==> src/rtl/ct_spsram_ctrl_pkg.sv <==
// ct_spsram_ctrl_pkg: shared types and constants for the 256x144 single-port
// SRAM controller (FSM state encoding, default widths, last init address).
package ct_spsram_ctrl_pkg;

  typedef enum logic {
    ST_INIT = 1'b0,  // zero-fill sweep of the whole array
    ST_RUN  = 1'b1   // normal request/response service
  } ctrl_state_e;

  localparam int ADDR_WIDTH_DEF  = 8;
  localparam int DATA_WIDTH_DEF  = 144;
  localparam int RSP_ENTRIES_DEF = 2;

  // Last address written by the init sweep (256-deep macro).
  localparam int INIT_LAST = 255;

endpackage

==> src/rtl/ct_spsram_ctrl_rspbuf.sv <==
// ct_spsram_ctrl_rspbuf: ENTRIES-deep valid/ready response FIFO for SRAM read
// data, with an optional bypass from the push port straight to the output.
//
// Build option: CT_SPSRAM_CTRL_RDATA_FLOP_EN
//   defined   - no bypass; every push lands in the FIFO first (out next cycle)
//   undefined - when empty, pushed data is presented on the output the same
//               cycle and only stored if the consumer does not take it
//
// Ports:
//   clk, rst        clock, synchronous active-high reset (clears entries)
//   push, push_data one entry offered this cycle (SRAM Q of an in-flight read)
//   out_vld/out_rdy output handshake, out_data is the FIFO head (or bypass)
//   cnt             number of stored entries (excludes a bypassed push)
module ct_spsram_ctrl_rspbuf
  import ct_spsram_ctrl_pkg::*;
#(
  parameter int DATA_WIDTH = DATA_WIDTH_DEF,
  parameter int ENTRIES    = RSP_ENTRIES_DEF,
  parameter int CNT_W      = $clog2(ENTRIES + 1)
) (
  input  logic                  clk,
  input  logic                  rst,
  input  logic                  push,
  input  logic [DATA_WIDTH-1:0] push_data,
  output logic                  out_vld,
  input  logic                  out_rdy,
  output logic [DATA_WIDTH-1:0] out_data,
  output logic [CNT_W-1:0]      cnt
);

  localparam int               PTR_W    = (ENTRIES > 1) ? $clog2(ENTRIES) : 1;
  localparam logic [PTR_W-1:0] PTR_LAST = PTR_W'(ENTRIES - 1);

  logic [DATA_WIDTH-1:0] mem [ENTRIES];
  logic [PTR_W-1:0]      head, tail;
  logic                  empty, wr_en, rd_en;

  assign empty = (cnt == '0);

`ifdef CT_SPSRAM_CTRL_RDATA_FLOP_EN
  assign out_vld  = !empty;
  assign out_data = mem[head];
  assign wr_en    = push;
`else
  logic bypass;
  assign bypass   = push && empty;
  assign out_vld  = !empty || push;
  // Selecting on bypass (not on empty) keeps out_data at the cleared entry
  // after reset instead of exposing raw SRAM Q.
  assign out_data = bypass ? push_data : mem[head];
  // A bypassed entry taken by the consumer never needs storage.
  assign wr_en    = push && !(bypass && out_rdy);
`endif

  assign rd_en = !empty && out_rdy;

  always_ff @(posedge clk) begin
    if (rst) begin
      head <= '0;
      tail <= '0;
      cnt  <= '0;
      for (int i = 0; i < ENTRIES; i++) mem[i] <= '0;
    end else begin
      if (wr_en) begin
        mem[tail] <= push_data;
        tail      <= (tail == PTR_LAST) ? '0 : tail + 1'b1;
      end
      if (rd_en) head <= (head == PTR_LAST) ? '0 : head + 1'b1;
      if (wr_en && !rd_en)      cnt <= cnt + 1'b1;
      else if (!wr_en && rd_en) cnt <= cnt - 1'b1;
    end
  end

endmodule

==> src/rtl/ct_spsram_256x144_ctrl.sv <==
// ct_spsram_256x144_ctrl: initiator-side controller for the 256x144
// single-port SRAM macro. Zero-fills the array after reset, then turns a
// valid/ready request channel (read or bit-masked write) into SRAM cycles and
// returns read data through a small response FIFO.
//
// Build option: CT_SPSRAM_CTRL_RDATA_FLOP_EN (see ct_spsram_ctrl_rspbuf):
//   defined -> 2-cycle read latency, undefined -> 1-cycle with bypass.
//
// Ports:
//   forever_cpuclk, cpurst     clock, synchronous active-high reset
//   req_*                      request channel (req_wmask 1 = write that bit)
//   rsp_vld/rsp_rdy/rsp_rdata  read response channel
//   init_done                  array zero-fill finished
//   sram_a/cen/gwen/wen/d      SRAM macro inputs (active-low enables)
//   sram_q                     SRAM read data, valid the cycle after a read
module ct_spsram_256x144_ctrl
  import ct_spsram_ctrl_pkg::*;
#(
  parameter int ADDR_WIDTH  = ADDR_WIDTH_DEF,
  parameter int DATA_WIDTH  = DATA_WIDTH_DEF,
  parameter int RSP_ENTRIES = RSP_ENTRIES_DEF
) (
  input  logic                  forever_cpuclk,
  input  logic                  cpurst,
  input  logic                  req_vld,
  output logic                  req_rdy,
  input  logic                  req_wr,
  input  logic [ADDR_WIDTH-1:0] req_addr,
  input  logic [DATA_WIDTH-1:0] req_wdata,
  input  logic [DATA_WIDTH-1:0] req_wmask,
  output logic                  rsp_vld,
  input  logic                  rsp_rdy,
  output logic [DATA_WIDTH-1:0] rsp_rdata,
  output logic                  init_done,
  output logic [ADDR_WIDTH-1:0] sram_a,
  output logic                  sram_cen,
  output logic                  sram_gwen,
  output logic [DATA_WIDTH-1:0] sram_wen,
  output logic [DATA_WIDTH-1:0] sram_d,
  input  logic [DATA_WIDTH-1:0] sram_q
);

  localparam int                    CNT_W     = $clog2(RSP_ENTRIES + 1);
  localparam logic [ADDR_WIDTH-1:0] LAST_ADDR = ADDR_WIDTH'(INIT_LAST);
  localparam logic [CNT_W:0]        CREDITS   = (CNT_W + 1)'(RSP_ENTRIES);

  ctrl_state_e           state;
  logic [ADDR_WIDTH-1:0] init_cnt;
  logic                  inflight;
  logic [CNT_W-1:0]      buf_cnt;
  logic [CNT_W:0]        credit_used;
  logic                  wr_acc, rd_acc;

  // A read consumes a credit from accept until its data leaves the buffer,
  // so a stalled consumer can never overflow the FIFO. Writes need none.
  assign credit_used = {1'b0, buf_cnt} + {{CNT_W{1'b0}}, inflight};
  assign req_rdy     = (state == ST_RUN) && (req_wr || (credit_used < CREDITS));
  assign wr_acc      = req_vld && req_rdy && req_wr;
  assign rd_acc      = req_vld && req_rdy && !req_wr;
  assign init_done   = (state == ST_RUN);

  always_ff @(posedge forever_cpuclk) begin
    if (cpurst) begin
      state    <= ST_INIT;
      init_cnt <= '0;
      inflight <= 1'b0;
    end else if (state == ST_INIT) begin
      init_cnt <= init_cnt + 1'b1;
      inflight <= 1'b0;
      if (init_cnt == LAST_ADDR) state <= ST_RUN;
    end else begin
      inflight <= rd_acc;
    end
  end

  always_comb begin
    sram_cen  = 1'b1;
    sram_gwen = 1'b1;
    sram_wen  = '1;
    sram_a    = req_addr;
    sram_d    = req_wdata;
    if (state == ST_INIT) begin
      sram_cen  = 1'b0;
      sram_gwen = 1'b0;
      sram_wen  = '0;
      sram_d    = '0;
      sram_a    = init_cnt;
    end else if (wr_acc) begin
      sram_cen  = 1'b0;
      sram_gwen = 1'b0;
      sram_wen  = ~req_wmask;
    end else if (rd_acc) begin
      sram_cen  = 1'b0;
    end
  end

  ct_spsram_ctrl_rspbuf #(
    .DATA_WIDTH (DATA_WIDTH),
    .ENTRIES    (RSP_ENTRIES),
    .CNT_W      (CNT_W)
  ) u_rspbuf (
    .clk       (forever_cpuclk),
    .rst       (cpurst),
    .push      (inflight),
    .push_data (sram_q),
    .out_vld   (rsp_vld),
    .out_rdy   (rsp_rdy),
    .out_data  (rsp_rdata),
    .cnt       (buf_cnt)
  );

endmodule
==> config.mk <==
export PLATFORM = sky130hd
export DESIGN_NAME = ct_spsram_256x144_ctrl
export DESIGN_NICKNAME = d
export VERILOG_FILES = /design/src/rtl/ct_spsram_ctrl_pkg.sv /design/src/rtl/ct_spsram_ctrl_rspbuf.sv /design/src/rtl/ct_spsram_256x144_ctrl.sv
export SDC_FILE = /design/constraint.sdc
export NUM_CORES = 1
export LEC_CHECK = 0
export CAP_MARGIN = 20
export CORE_AREA = 2 2 345 347
export DETAILED_ROUTE_END_ITERATION = 12
export DIE_AREA = 0 0 347 349
export MAX_ROUTING_LAYER = met4
export PLACE_DENSITY = 0.34
export SLEW_MARGIN = 0
export SYNTH_ARGS = -nofsm -noshare
export SYNTH_HDL_FRONTEND = slang
export SYNTH_SLANG_ARGS = --single-unit
==> constraint.sdc <==
create_clock -name forever_cpuclk -period 8.5 [get_ports forever_cpuclk]
set_clock_uncertainty 0.15 [all_clocks]
set_input_delay 1.275 -clock forever_cpuclk [delete_from_list [all_inputs] [get_ports forever_cpuclk]]
set_output_delay 1.275 -clock forever_cpuclk [all_outputs]
set_load 0.02 [all_outputs]
# == Yosys cells after proc, flatten, opt, wreduce, memory -nomap -nowiden ==
# Memory sizes are Yosys's and may differ from the RTL's. A register that Yosys moved wholly into a read port is not among the register bits.
# Index checks and enable logic that the tools add are counted.
# totals
wordCells,64
ramBits,288
n_memories,1
in_bits,445
regBits,14
# classes
mux,26
reduce_logical,21
n_lt_le_gt_ge,1
add_sub_neg,6
bitwise_logic,2
eq_ne,1
# memory_table
memory,depth,width,rd,rd_clocked_by_memory_dff,write_ports,line,text
u_rspbuf.mem,2,144,1,1,2,ct_spsram_ctrl_rspbuf.sv:34,logic [DATA_WIDTH-1:0] mem [ENTRIES];
# ops
cell,count
$mux W144,5
$not A144 Y144,1
$reduce_or A144 Y1,1
$mux W1,18
$logic_and A1 B1 Y1,10
$add A8 B1 Y8 const B,1
$eq A8 B8 Y1 const B,1
$mux W8,1
$logic_not A1 Y1,5
$mux W2,2
$add A2 B1 Y3,1
$lt A3 B2 Y1 const B,1
$add A1 B1 Y1 const B,2
$add A2 B1 Y2 const B,1
$logic_not A2 Y1,1
$logic_or A1 B1 Y1,2
$reduce_bool A2 Y1,1
$reduce_or A2 Y1,1
$sub A2 B1 Y2 const B,1
$not A1 Y1,1

# == Longest topological paths before layout ==
# Gate-level depths: netlist of the first run.
# logic_depth
word_depth,10
ltp_mapped,8
depth_no_buf,7

# == Cells and area by module ==
# A second synthesis of the first run with hierarchy kept.
# unflattened
hier_cells,1516
hier_area_um2,16428.3
# by_module_without_submodules
mod,area_each_um2,cells_each,n_inst
ct_spsram_ctrl_rspbuf,14018.4,1117,1
ct_spsram_256x144_ctrl,2409.8,399,1

# == Worst setup path before layout of the first run ==
# No wires, ideal clock.
# synth_timing
path_kind,input to register
start,in rsp_rdy
end,mem u_rspbuf.mem[0][0] (netlist name) (enable)
arrival_time_ps,8155
path_slack_ps,-482
t_required_ps,7673
setup_ps,677
cell_stages,3
path_cell_list,or3b_1 -> nand2_1 -> o21bai_1
# synth_rtl
item,line,text
"start, declared",ct_spsram_256x144_ctrl.sv:32,"input logic rsp_rdy,"
"end, declared",ct_spsram_ctrl_rspbuf.sv:34,

# == Worst setup path after layout of the first run ==
# layout_timing
start,"reg state, in the netlist init_done"
end,out sram_wen[13]
# layout_between
elab_chain_len,5
# layout_lines
item,line,text
"start, declared",ct_spsram_256x144_ctrl.sv:47,ctrl_state_e state;
"start signal, assigned",ct_spsram_256x144_ctrl.sv:64,state <= ST_INIT;
"start signal, assigned",ct_spsram_256x144_ctrl.sv:70,if (init_cnt == LAST_ADDR) state <= ST_RUN;
$logic_and A1 B1 Y1,ct_spsram_256x144_ctrl.sv:57,assign req_rdy = (state == ST_RUN) && (req_wr || (credit_used < CREDITS));
$logic_and A1 B1 Y1 (2 in series),ct_spsram_256x144_ctrl.sv:58,assign wr_acc = req_vld && req_rdy && req_wr;
$mux W144,ct_spsram_256x144_ctrl.sv:88,end else if (wr_acc) begin
$mux W144 *,ct_spsram_256x144_ctrl.sv:82,if (state == ST_INIT) begin
"end, declared",ct_spsram_256x144_ctrl.sv:38,"output logic [DATA_WIDTH-1:0] sram_wen,"
# Every way passes the cells marked *; elsewhere a longest branch is shown, timed or not.

==> results of run 1 <==
metrics by stage:
step	hold slack, ps	worst slack, ps
after detailed placement	346	3190
after CTS	361	2980
final	353	3140
after global placement	335	2730
after global routing	373	2780
after floorplan	313	2600
critical path, delay by kind of cell (launching register included):
kind / cells / cell delay [ps]
AOI/OAI and AO/OA: 1 / 400
buffers and inverters: 5 / 2100
DFF: 1 / 790
per-layer routing:
layer  vias up  wire length (um)
li1       6968                 -
met1      7021             36000
met2       614             48400
met3       108              9290
met4         0              4070
met5         -                 0
synthesized netlist by cell type, drive strengths merged:
| cell type | n | area, sq um |
|---|---|---|
| o21ai | 294 | 1470 |
| or2 | 1 | 6.26 |
| clkbuf | 89 | 334 |
| mux2 | 7 | 78.8 |
| xnor2 | 2 | 17.5 |
| nor4b | 1 | 8.76 |
| and4b | 1 | 10.0 |
| or4 | 2 | 15.0 |
| nand3 | 2 | 10.0 |
| ha | 2 | 25.0 |
| xor2 | 4 | 35.0 |
| o31ai | 1 | 7.51 |
| inv | 4 | 15.0 |
| or3b | 1 | 8.76 |
| nor3 | 1 | 5.00 |
| buf | 42 | 309 |
| nor2b | 5 | 31.3 |
| nand2 | 152 | 571 |
| nor3b | 1 | 12.5 |
| nand4b | 1 | 8.76 |
| nand4 | 1 | 6.26 |
| o21a | 1 | 7.51 |
| edfxtp | 288 | 8650 |
| nor2 | 12 | 45.0 |
| a21oi | 4 | 20.0 |
| mux2i | 145 | 1450 |
| a21o | 1 | 7.51 |
| nand2b | 2 | 12.5 |
| dfxtp | 15 | 300 |
| and3 | 1 | 6.26 |
| o21bai | 1 | 7.51 |
| or3 | 3 | 18.8 |
| and2 | 432 | 2770 |
flip-flops by register name, summed over array words and instances (netlist names), named ones only:
signal and flops:
inflight 1, init_cnt 8, init_done 1, u_rspbuf.cnt 2
u_rspbuf.head 1, u_rspbuf.mem 288, u_rspbuf.tail 1
power by group through the flow:
stage                     Combinational, mW  Clock (mW)  Sequential (mW)
after floorplan                      0.0806           0             1.74
after global placement                0.432           0             1.73
after detailed placement              0.433           0             1.74
after CTS                             0.435        1.73             1.71
after global routing                  0.449        1.78             1.71
final                                 0.423        1.66             1.70
logic make-up after synthesis:
logic type,count (synthesis)
compound gates,302
buf+inv,135
flops,303
xor+xnor,6
mux,152
simple gates,619
fa+ha+maj,2
worst min-delay path by stage:
stage | endpoint | start
after floorplan | init_cnt[7]$_SDFFE_PP0N_ | init_cnt[7]$_SDFFE_PP0N_
after global placement | flop | u_rspbuf.head$_SDFFE_PP0P_
after detailed placement | flop | u_rspbuf.head$_SDFFE_PP0P_
after CTS | flop | u_rspbuf.head$_SDFFE_PP0P_
after global routing | flop | u_rspbuf.head$_SDFFE_PP0P_
final | flop | u_rspbuf.head$_SDFFE_PP0P_
final cells by class:
type | instances | area, sq um | share of cell area, %
Clock buffer | 53 | 1130 | 4.04
Tap cell | 1536 | 1920 | 6.84
Sequential cell | 303 | 8960 | 31.9
Timing Repair Buffer | 905 | 9110 | 32.4
Inverter | 4 | 17.5 | 0.0623
Clock inverter | 13 | 116 | 0.414
Multi-Input combinational cell | 1081 | 6710 | 23.9
Antenna cell | 52 | 130 | 0.463
==> results by group, run 1 <==
Pwr
  – Design Power: about 3.8 mW
  – Int Pwr: 2.92 mW
  – Max rail drop VDD: 0.135 mV
  – Power per cell area: about 130 nW/um^2
  – Comb pwr share: approximately 11%
  – Clock share of power: 43.8%
  – Pleak: about 9.3 nW
  – Part of the power in registers: 45.0%
  – Switching pwr: about 0.87 mW
  – Net Sw Frac: between 20% and 30%

Route
  – Vias per inst: between 3 and 4
  – Vias: 14711
  – DR iter-0 viols: around 710
  – Routed Antenna Nets: 0
  – Pre-antenna DRT Iters: 5
  – WL final: between 90000 and 100000 um
  – DR DRC count: 0
  – Wirelength per Cell: approximately 25 um

Cells and area
  – Fin area: roughly 28000 sq um
  – Commonest non-fill, non-tap cell in the layout: clkdlybuf4s50_1
  – Fill cells: ~13000
  – Layout area overhead: 72.6%
  – Nets: about 2800
  – Post-layout util: 23.9%
  – Share of cells above drive strength 1: under 10%
  – Commonest non-fill, non-tap cells in the layout: clkdlybuf4s50_1, and2_1, o21ai_0
  – Post-route insts no fill: just under 4000

GRT
  – Met1 Track Usage GR: 16.2%
  – GRT Total Usage: about 16%
  – Global-route wire length before repair: 129000 um
  – Initial antenna violation count: 64
  – Global route hottest layer: met2
  – GRT Residual Overflow: 0
  – Vias in the first global route: approximately 15000
  – Met3 layer usage reported by global route: between 6 and 7%
  – Met2 Usage GRT: between 20% and 30%
  – Largest net degree at the start of global routing: approximately 160

Clocking
  – Clk pin slew, worst setup/hold paths: 60 ps
  – TritonCTS clock tree: yes
  – CTS Buf Count: 40
  – Max H-tree Level: 2
  – Clock Tree Buf Depth: 3
  – Root Buffer: clkbuf_16
  – Post-CTS setup buffers: 0
  – Skew-Pair Late Insertion Delay: between 500 and 600 ps
  – Post-cts resize count: 0
  – Hold_buf cts: 0
  – CTS Sinks: around 300

Logic synthesis
  – Simple-gate area share of the yosys netlist: 21.8%
  – Mapped Nets: ~2000
  – Adder-Cell Fraction of Synth Area: less than 1%
  – Yosys warning total: 0
  – Synth Area in Compound Gates: under 10%
  – Gate Count Post-Synth: between 1500 and 2000
  – XOR/XNOR share of the synthesized area: less than 1%
  – Sequential element share of the synthesized area: between 50% and 60%
  – Synthesized flop and latch total: between 300 and 400
  – Largest family of logic cells by synthesized area: simple AND/OR/NAND/NOR gates
  – Synth Cell Area: roughly 16000 sq um
  – Synth unique cells: 38
  – Post-synthesis mux area share: a little under a tenth
  – Avg Cell Area, Syn: roughly 11 sq um

Setup path
  – Reg-to-reg slack, setup: roughly 5200 ps
  – CP max FO: between 90 and 100
  – CP Capture Point: sram_wen[13]
  – Critical R2R Launch: u_rspbuf.cnt[0]$_SDFFE_PP0P_
  – Crit path DAT: between 3000 and 4000 ps
  – Most used cell, CP: buf_4
  – Critical path class: flop to primary output
  – Delay of the slowest critical-path stage: ~790 ps
  – Crit path launch: init_done$_SDFF_PP0_
  – Startpoint types: flop
  – FF-to-FF End: u_rspbuf.mem[1][127]$_SDFFCE_PN0P_
  – Cell-by-cell listing of the critical path: buf_4, inv_4, buf_4, buf_16, o21ai_0, clkdlybuf4s50_1
  – Req. time, crit path: about 7000 ps
  – FF-to-FF path depth: 5
  – CP Capture Type: primary output
  – Slowest-stage cell, CP: dfxtp_4

Timing
  – Final setup fails: 0
  – Max Fclk: 187 MHz
  – RSZ-0062 raised after global routing: false
  – Slew headroom: between 20% and 30%
  – Worst-Margin Slew: ~1100 ps
  – Final Slew Violations: 0
  – Crit path time final: 5360 ps
  – Setup TNS: 0 ps
  – Hold Vio Cnt, Final: 0
  – Tcrit/Tclk final: ~63%

Floorplanning
  – Core box area: ~120000 sq um
  – Starting Density: 13.9%
  – Die Wd: 347 um
  – Die outline height: 349 um
  – Ports: 890
  – Die ar.: around 120000 sq um
  – Row Count: 126

Min path
  – Hold/Removal Path Class: flop to flop
  – Hold Path Cell Cnt: 2

Placement
  – Placed cells: 3829
  – Post-DP HPWL: roughly 77000 um
  – RePlAce Congestion: approximately 0.93
  – Placement Cell Area: roughly 27000 sq um
  – I/O Buffers: around 890

Status
  – Status: finished clean

Run
  – Max Cap Viol: 0
No activity file was read; power rests on OpenSTA's default activity.
==> inputs of run 2 (changes only) <==
==> constraint.sdc (replaced) <==
create_clock -name forever_cpuclk -period 4.9 [get_ports forever_cpuclk]
set_clock_uncertainty 0.15 [all_clocks]
set_input_delay 0.735 -clock forever_cpuclk [delete_from_list [all_inputs] [get_ports forever_cpuclk]]
set_output_delay 0.735 -clock forever_cpuclk [all_outputs]
set_load 0.02 [all_outputs]
==> run 2 against run 1 <==
  * Sequential cell count stayed put
  * Clock power is 70% higher
  * Global-route usage hardly changed
  * Critical endpoint is now rsp_rdata[96]
  * Largest power group unchanged
  * Highest routed layer unchanged
==> results by group, run 2 (synthesis gave the netlist of run 1 again) <==
Cells and area
  – Post-layout util: 24.1% (+0.17 points)
  – Post-route insts no fill: 3966 (+0.48%)
  – Layout area overhead: 73.8%
  – Biggest regs: u_rspbuf.mem (288), init_cnt (8), u_rspbuf.cnt (2)
  – Commonest non-fill, non-tap cells in the layout: clkdlybuf4s50_1, and2_1, o21ai_0
  – Reg with most FFs: u_rspbuf.mem
  – Nets: 2810 (+1.0%)
  – Max FFs per register: 288 (unchanged)
  – Share of cells above drive strength 1: 5.81% (+1.2 points)
  – Fin area: 28300 sq um (+0.69%)
  – Commonest non-fill, non-tap cell in the layout: clkdlybuf4s50_1
  – Fill cells: 12517 (-0.15%)

Timing
  – Hold Vio Cnt, Final: 0 (unchanged)
  – Tcrit/Tclk final: 80.4%
  – Slew headroom: 37.8% (+12 points)
  – RSZ-0062 raised after global routing: false
  – Setup TNS: 0 ps (unchanged)
  – Post-route setup slack: 960 ps (-2180 ps)
  – Worst-Margin Slew: 931 ps (-179 ps)
  – Final Slew Violations: 0 (unchanged)
  – Crit path time final: just under 4000 ps
  – Final setup fails: 0 (unchanged)
  – Max Fclk: 254 MHz
  – Hold Slack: 354 ps (+0.264 ps)

Clocking
  – Max H-tree Level: 2 (unchanged)
  – TritonCTS clock tree: yes
  – CTS Buf Count: 41 (+2.5%)
  – Clock Tree Buf Depth: 3 (unchanged)
  – Clk pin slew, worst setup/hold paths: 50 ps (about the same)
  – Post-cts resize count: 0 (unchanged)
  – Post-CTS setup buffers: 0 (unchanged)
  – Root Buffer: clkbuf_16
  – Hold_buf cts: 0 (unchanged)
  – Skew-Pair Late Insertion Delay: 560 ps (about the same)
  – CTS Sinks: 303 (unchanged)

Route
  – Routed Antenna Nets: 0 (unchanged)
  – DR DRC count: 0 (unchanged)
  – DR iter-0 viols: 648 (-9.1%)
  – Vias: 14921 (+1.4%)
  – Wirelength per Cell: 24.6 um (-0.75%)
  – Pre-antenna DRT Iters: 5 (unchanged)
  – Vias per inst: 3.76 (+0.94%)
  – WL final: 97600 um (-0.27%)

Pwr
  – Design Power: 6.52 mW (+72%)
  – Max rail drop VDD: 0.207 mV (+53%)
  – Power per cell area: 230 nW/um^2 (+71%)
  – Pleak: 9.47 nW (+1.6%)

GRT
  – Initial antenna violation count: 53 (-17%)
  – Met2 Usage GRT: 27.3% (+0.96 points)
  – GRT Residual Overflow: 0 (unchanged)
  – Largest net degree at the start of global routing: 171 (+4.3%)
  – Global route hottest layer: met2
  – Global-route wire length before repair: 130000 um (+1.0%)
  – Met3 layer usage reported by global route: 5.45% (-1.3 points)
  – Met1 Track Usage GR: 16.8% (+0.60 points)
  – GRT Total Usage: 15.8% (-0.023 points)
  – Vias in the first global route: 15463 (+2.6%)

Min path
  – Hold/Removal Path Class: flop to flop

Setup path
  – CP Capture Type: primary output
  – Req. time, crit path: 4010 ps (-3060 ps)
  – Cell-by-cell listing of the critical path: nor3b_4, buf_12, nand2_1, o21ai_0, clkdlybuf4s50_1
  – Crit path DAT: 3060 ps (-870 ps)
  – Startpoint types: flop
  – Critical path class: flop to primary output
  – Slowest-stage cell, CP: clkdlybuf4s50_1
  – Delay of the slowest critical-path stage: 730 ps (-60 ps)
  – CP max FO: 170 (+85%)

Placement
  – Placement Cell Area: 27000 sq um (+0.94%)
  – I/O Buffers: 889 (unchanged)
  – Placed cells: 3856 (+0.71%)
  – RePlAce Congestion: 0.921 (-1.4%)
  – Place WS: 1310 ps (-1880 ps)
  – Post-DP HPWL: 77200 um (+0.63%)

Run
  – Max Cap Viol: 0 (unchanged)

Floorplanning
  – Die ar.: 121000 sq um (unchanged)
  – Row Count: 126 (unchanged)
  – Starting Density: 13.9% (unchanged)
  – Ports: 890 (unchanged)
  – Core box area: 117000 sq um (unchanged)
  – Die Wd: 347 um (unchanged)
  – Die outline height: 349 um (unchanged)

Status
  – Status: finished clean
-- run 2: cell types whose count changed in the layout (fill, tap and decap cells not counted) --
cell,before,now
clkbuf_8,0,2
clkbuf_16,44,42
buf_16,2,0
bufinv_16,2,1
diode_2,52,39
clkinv_2,2,7
buf_12,4,11
clkinv_1,8,13
buf_4,10,32
clkbuf_1,9,5
-- run 2: metal layers --
| metal | vias to the layer above | part of all wire [%] |
|---|---|---|
| li1 | 7018 | - |
| met1 | 7200 | 38 |
| met2 | 587 | 51 |
| met3 | 116 | 8.2 |
| met4 | 0 | 3.4 |
| met5 | - | 0 |
-- run 2: layout make-up --
| cell class | count | area, sq um | share of cell area [%] |
|---|---|---|---|
| tap | 1536 | 1920 | 6.79 |
| antenna | 39 | 97.6 | 0.345 |
| timing repair buffer | 932 | 9360 | 33.1 |
| multi-input combinational | 1081 | 6710 | 23.7 |
| clock buffer | 49 | 1100 | 3.88 |
| sequential | 303 | 8960 | 31.7 |
| clock inverter | 22 | 130 | 0.460 |
| inverter | 4 | 17.5 | 0.0619 |
-- run 2: path summary, 6_finish.rpt --
kind	from	to	slack [ps]	cells after the start
max reg2reg	u_rspbuf.cnt[0]$_SDFFE_PP0P_	u_rspbuf.mem[0][127]$_SDFFCE_PN0P_	2200	4
min reg2reg	init_cnt[7]$_SDFFE_PP0N_	init_cnt[7]$_SDFFE_PP0N_	350	2
max	inflight$_SDFF_PP0_	rsp_rdata[96]	960	5
min	init_cnt[7]$_SDFFE_PP0N_	init_cnt[7]$_SDFFE_PP0N_	350	2
-- run 2: worst max-delay path, delay by kind of cell (launching register included) --
kind / cells / cell delay [ps]
flops: 1 / 410
simple gates: 2 / 480
compound gates: 1 / 110
buf+inv: 2 / 1140
-- run 2: power by group --
part / total (mW) / switching [mW] / internal, mW
clock network: 2.82 / 1.19 / 1.63
registers: 2.96 / 0.0281 / 2.93
logic: 0.734 / 0.315 / 0.420
total: 6.52 / 1.53 / 4.98
==> inputs of run 3 (changes only) <==
==> constraint.sdc (replaced) <==
create_clock -name forever_cpuclk -period 3.5 [get_ports forever_cpuclk]
set_clock_uncertainty 0.15 [all_clocks]
set_input_delay 0.525 -clock forever_cpuclk [delete_from_list [all_inputs] [get_ports forever_cpuclk]]
set_output_delay 0.525 -clock forever_cpuclk [all_outputs]
set_load 0.02 [all_outputs]
==> run 3 against run 2 <==
  * Count of clock-buffer cells in the layout is 2 higher
  * Core utilization is 0.17 points higher
  * Via count is 0.48% higher
  * First-iteration DRC count is 27% higher
  * Non-clock buffer count is 6 higher
  * Wire length is 2.4% higher
  * Clock power is 35% higher
  * Global-route usage is 0.13 points higher
  * Register-to-register slack worse by 990 ps
==> results by group, run 3 (synthesis gave the netlist of run 1 again) <==
Cells and area
  – Reg with most FFs: u_rspbuf.mem
  – Commonest non-fill, non-tap cells in the layout: clkdlybuf4s50_1, and2_1, o21ai_0
  – Fin area: 28500 sq um (+0.69%)
  – Share of cells above drive strength 1: 6.80% (+0.99 points)
  – Commonest non-fill, non-tap cell in the layout: clkdlybuf4s50_1
  – Max FFs per register: 288 (unchanged)
  – Biggest regs: u_rspbuf.mem (288), init_cnt (8), u_rspbuf.cnt (2)
  – Nets: 2815 (+0.18%)
  – Layout area overhead: 74.9%
  – Post-route insts no fill: 3972 (+0.15%)

Route
  – Top layer in use: met4
  – Vias per inst: 3.77 (+0.32%)
  – Routed Antenna Nets: 0 (unchanged)
  – Wirelength per Cell: 25.2 um (+2.2%)
  – M1 WL: 37500 um (+2.3%)
  – Met3 wire length: 8390 um (+4.7%)
  – DR iter-0 viols: 821 (+27%)
  – Pre-antenna DRT Iters: 5 (unchanged)
  – DR DRC count: 0 (unchanged)
  – WL final: 99900 um (+2.4%)
  – WL met2: 51800 um (+4.5%)
  – Vias: 14992 (+0.48%)

Pwr
  – Switching pwr: 2.10 mW (+37%)
  – Max rail drop VDD: 0.283 mV (+37%)
  – Int Pwr: 6.86 mW (+38%)
  – Part of the power in registers: 46.2% (+0.8 points)
  – Pleak: 10.3 nW (+9.2%)
  – Design Power: 8.96 mW (+38%)
  – Power per cell area: 315 nW/um^2 (+37%)
  – Clock share of power: 42.4% (-1.0 points)
  – Net Sw Frac: 23.5% (-0.092 points)
  – Comb pwr share: 11.5% (+0.2 points)

Timing
  – Hold Slack: 352 ps (-1.98 ps)
  – Final Slew Violations: 0 (unchanged)
  – Hold Vio Cnt, Final: 0 (unchanged)
  – Tcrit/Tclk final: about 96%
  – Crit path time final: ~3300 ps
  – Slew headroom: 38.2% (+0.45 points)
  – Max Fclk: 299 MHz
  – Final setup fails: 0 (unchanged)
  – Worst-Margin Slew: 917 ps (-13.9 ps)
  – Post-route setup slack: 150 ps (-810 ps)

GRT
  – Global-route wire length before repair: 131000 um (+0.96%)
  – GRT Total Usage: 16.0% (+0.13 points)
  – Vias in the first global route: 15576 (+0.73%)
  – Largest net degree at the start of global routing: 145 (-15%)
  – GRT Residual Overflow: 0 (unchanged)
  – Initial antenna violation count: 54 (+1.9%)

Min path
  – Hold/Removal Path Class: flop to flop

Floorplanning
  – Core box area: 117000 sq um (unchanged)
  – Die outline height: 349 um (unchanged)
  – Die ar.: 121000 sq um (unchanged)
  – Ports: 890 (unchanged)
  – Starting Density: 13.9% (unchanged)
  – Row Count: 126 (unchanged)
  – Die Wd: 347 um (unchanged)

Clocking
  – Skew-Pair Late Insertion Delay: 560 ps (about the same)
  – Clk pin slew, worst setup/hold paths: 50 ps (about the same)
  – Max H-tree Level: 2 (unchanged)
  – Root Buffer: clkbuf_16
  – CTS Sinks: 303 (unchanged)
  – TritonCTS clock tree: yes
  – CTS Buf Count: 40 (-2.4%)
  – Clock Tree Buf Depth: 3 (unchanged)

Setup path
  – Critical path class: flop to primary output
  – CP max FO: 60 (-65%)
  – Reg-to-reg slack, setup: 1210 ps (-990 ps)
  – CP Capture Type: primary output
  – Startpoint types: flop
  – Crit path DAT: 2670 ps (-390 ps)
  – Req. time, crit path: 2820 ps (-1190 ps)

Placement
  – Placement Cell Area: 27000 sq um (+0.27%)
  – Place WS: 325 ps (-982 ps)
  – Post-DP HPWL: 79000 um (+2.2%)
  – Placed cells: 3855 (-0.026%)
  – RePlAce Congestion: 0.930 (+1.1%)
  – I/O Buffers: 889 (unchanged)

Status
  – Status: finished clean

Run
  – Max Cap Viol: 0 (unchanged)
run 3: metal layers:
layer	track usage, %	vias up
met5	-	-
met4	3.56	0
met3	5.67	90
met2	28.6	554
met1	16.8	7321
li1	-	7027
run 3: layout make-up:
cell class	count	area (sq um)
diodes	40	100
repair buffers	938	9590
fillers	12508	89000
clock inverters	19	98.8
flip-flops and latches	303	8960
clock buffers	51	1080
inverters	4	17.5
multi-input cells	1081	6710
well taps	1536	1920
run 3: worst paths after layout:
path,start,end,cells past startpoint
setup reg to reg,u_rspbuf.cnt[0]$_SDFFE_PP0P_,u_rspbuf.mem[1][33]$_SDFFCE_PN0P_,4
setup / recovery,inflight$_SDFF_PP0_,rsp_rdata[78],6
hold reg to reg,u_rspbuf.head$_SDFFE_PP0P_,u_rspbuf.head$_SDFFE_PP0P_,2
hold / removal,u_rspbuf.head$_SDFFE_PP0P_,u_rspbuf.head$_SDFFE_PP0P_,2
run 3: what timing repair did:
| item | CTS | global route |
|---|---|---|
| gates cloned | 0 | 3 |
| hold buffers | 0 | 0 |
| resized for setup | 50 | 58 |
| setup buffers | 0 | 4 |
| endpoints found under the setup margin | 60 | 77 |
run 3: power groups by stage:
stage               sequential (mW)  clock [mW]  combinational, mW
floorplan                      4.21           0              0.197
global placement               4.21           0               1.07
detailed placement             4.21           0               1.07
CTS                            4.14        3.97               1.06
global route                   4.15        4.07               1.08
finish                         4.14        3.80               1.03
run 3: through the flow:
stage,util [%],setup TNS (ps)
2_1_floorplan,-,-8350
3_3_place_gp,23.0,0
3_5_place_dp,23.0,0
4_1_cts,24.0,-23.5
5_1_grt,24.2,-13.9
6_report,24.3,0
run 3: worst max-delay path: stages, from the launching register on:
cell	delay (ps)
dfxtp_1	440
nor3b_4	350
buf_4	180
clkbuf_16	270
nand2_1	80
o21ai_0	90
clkdlybuf4s50_1	660
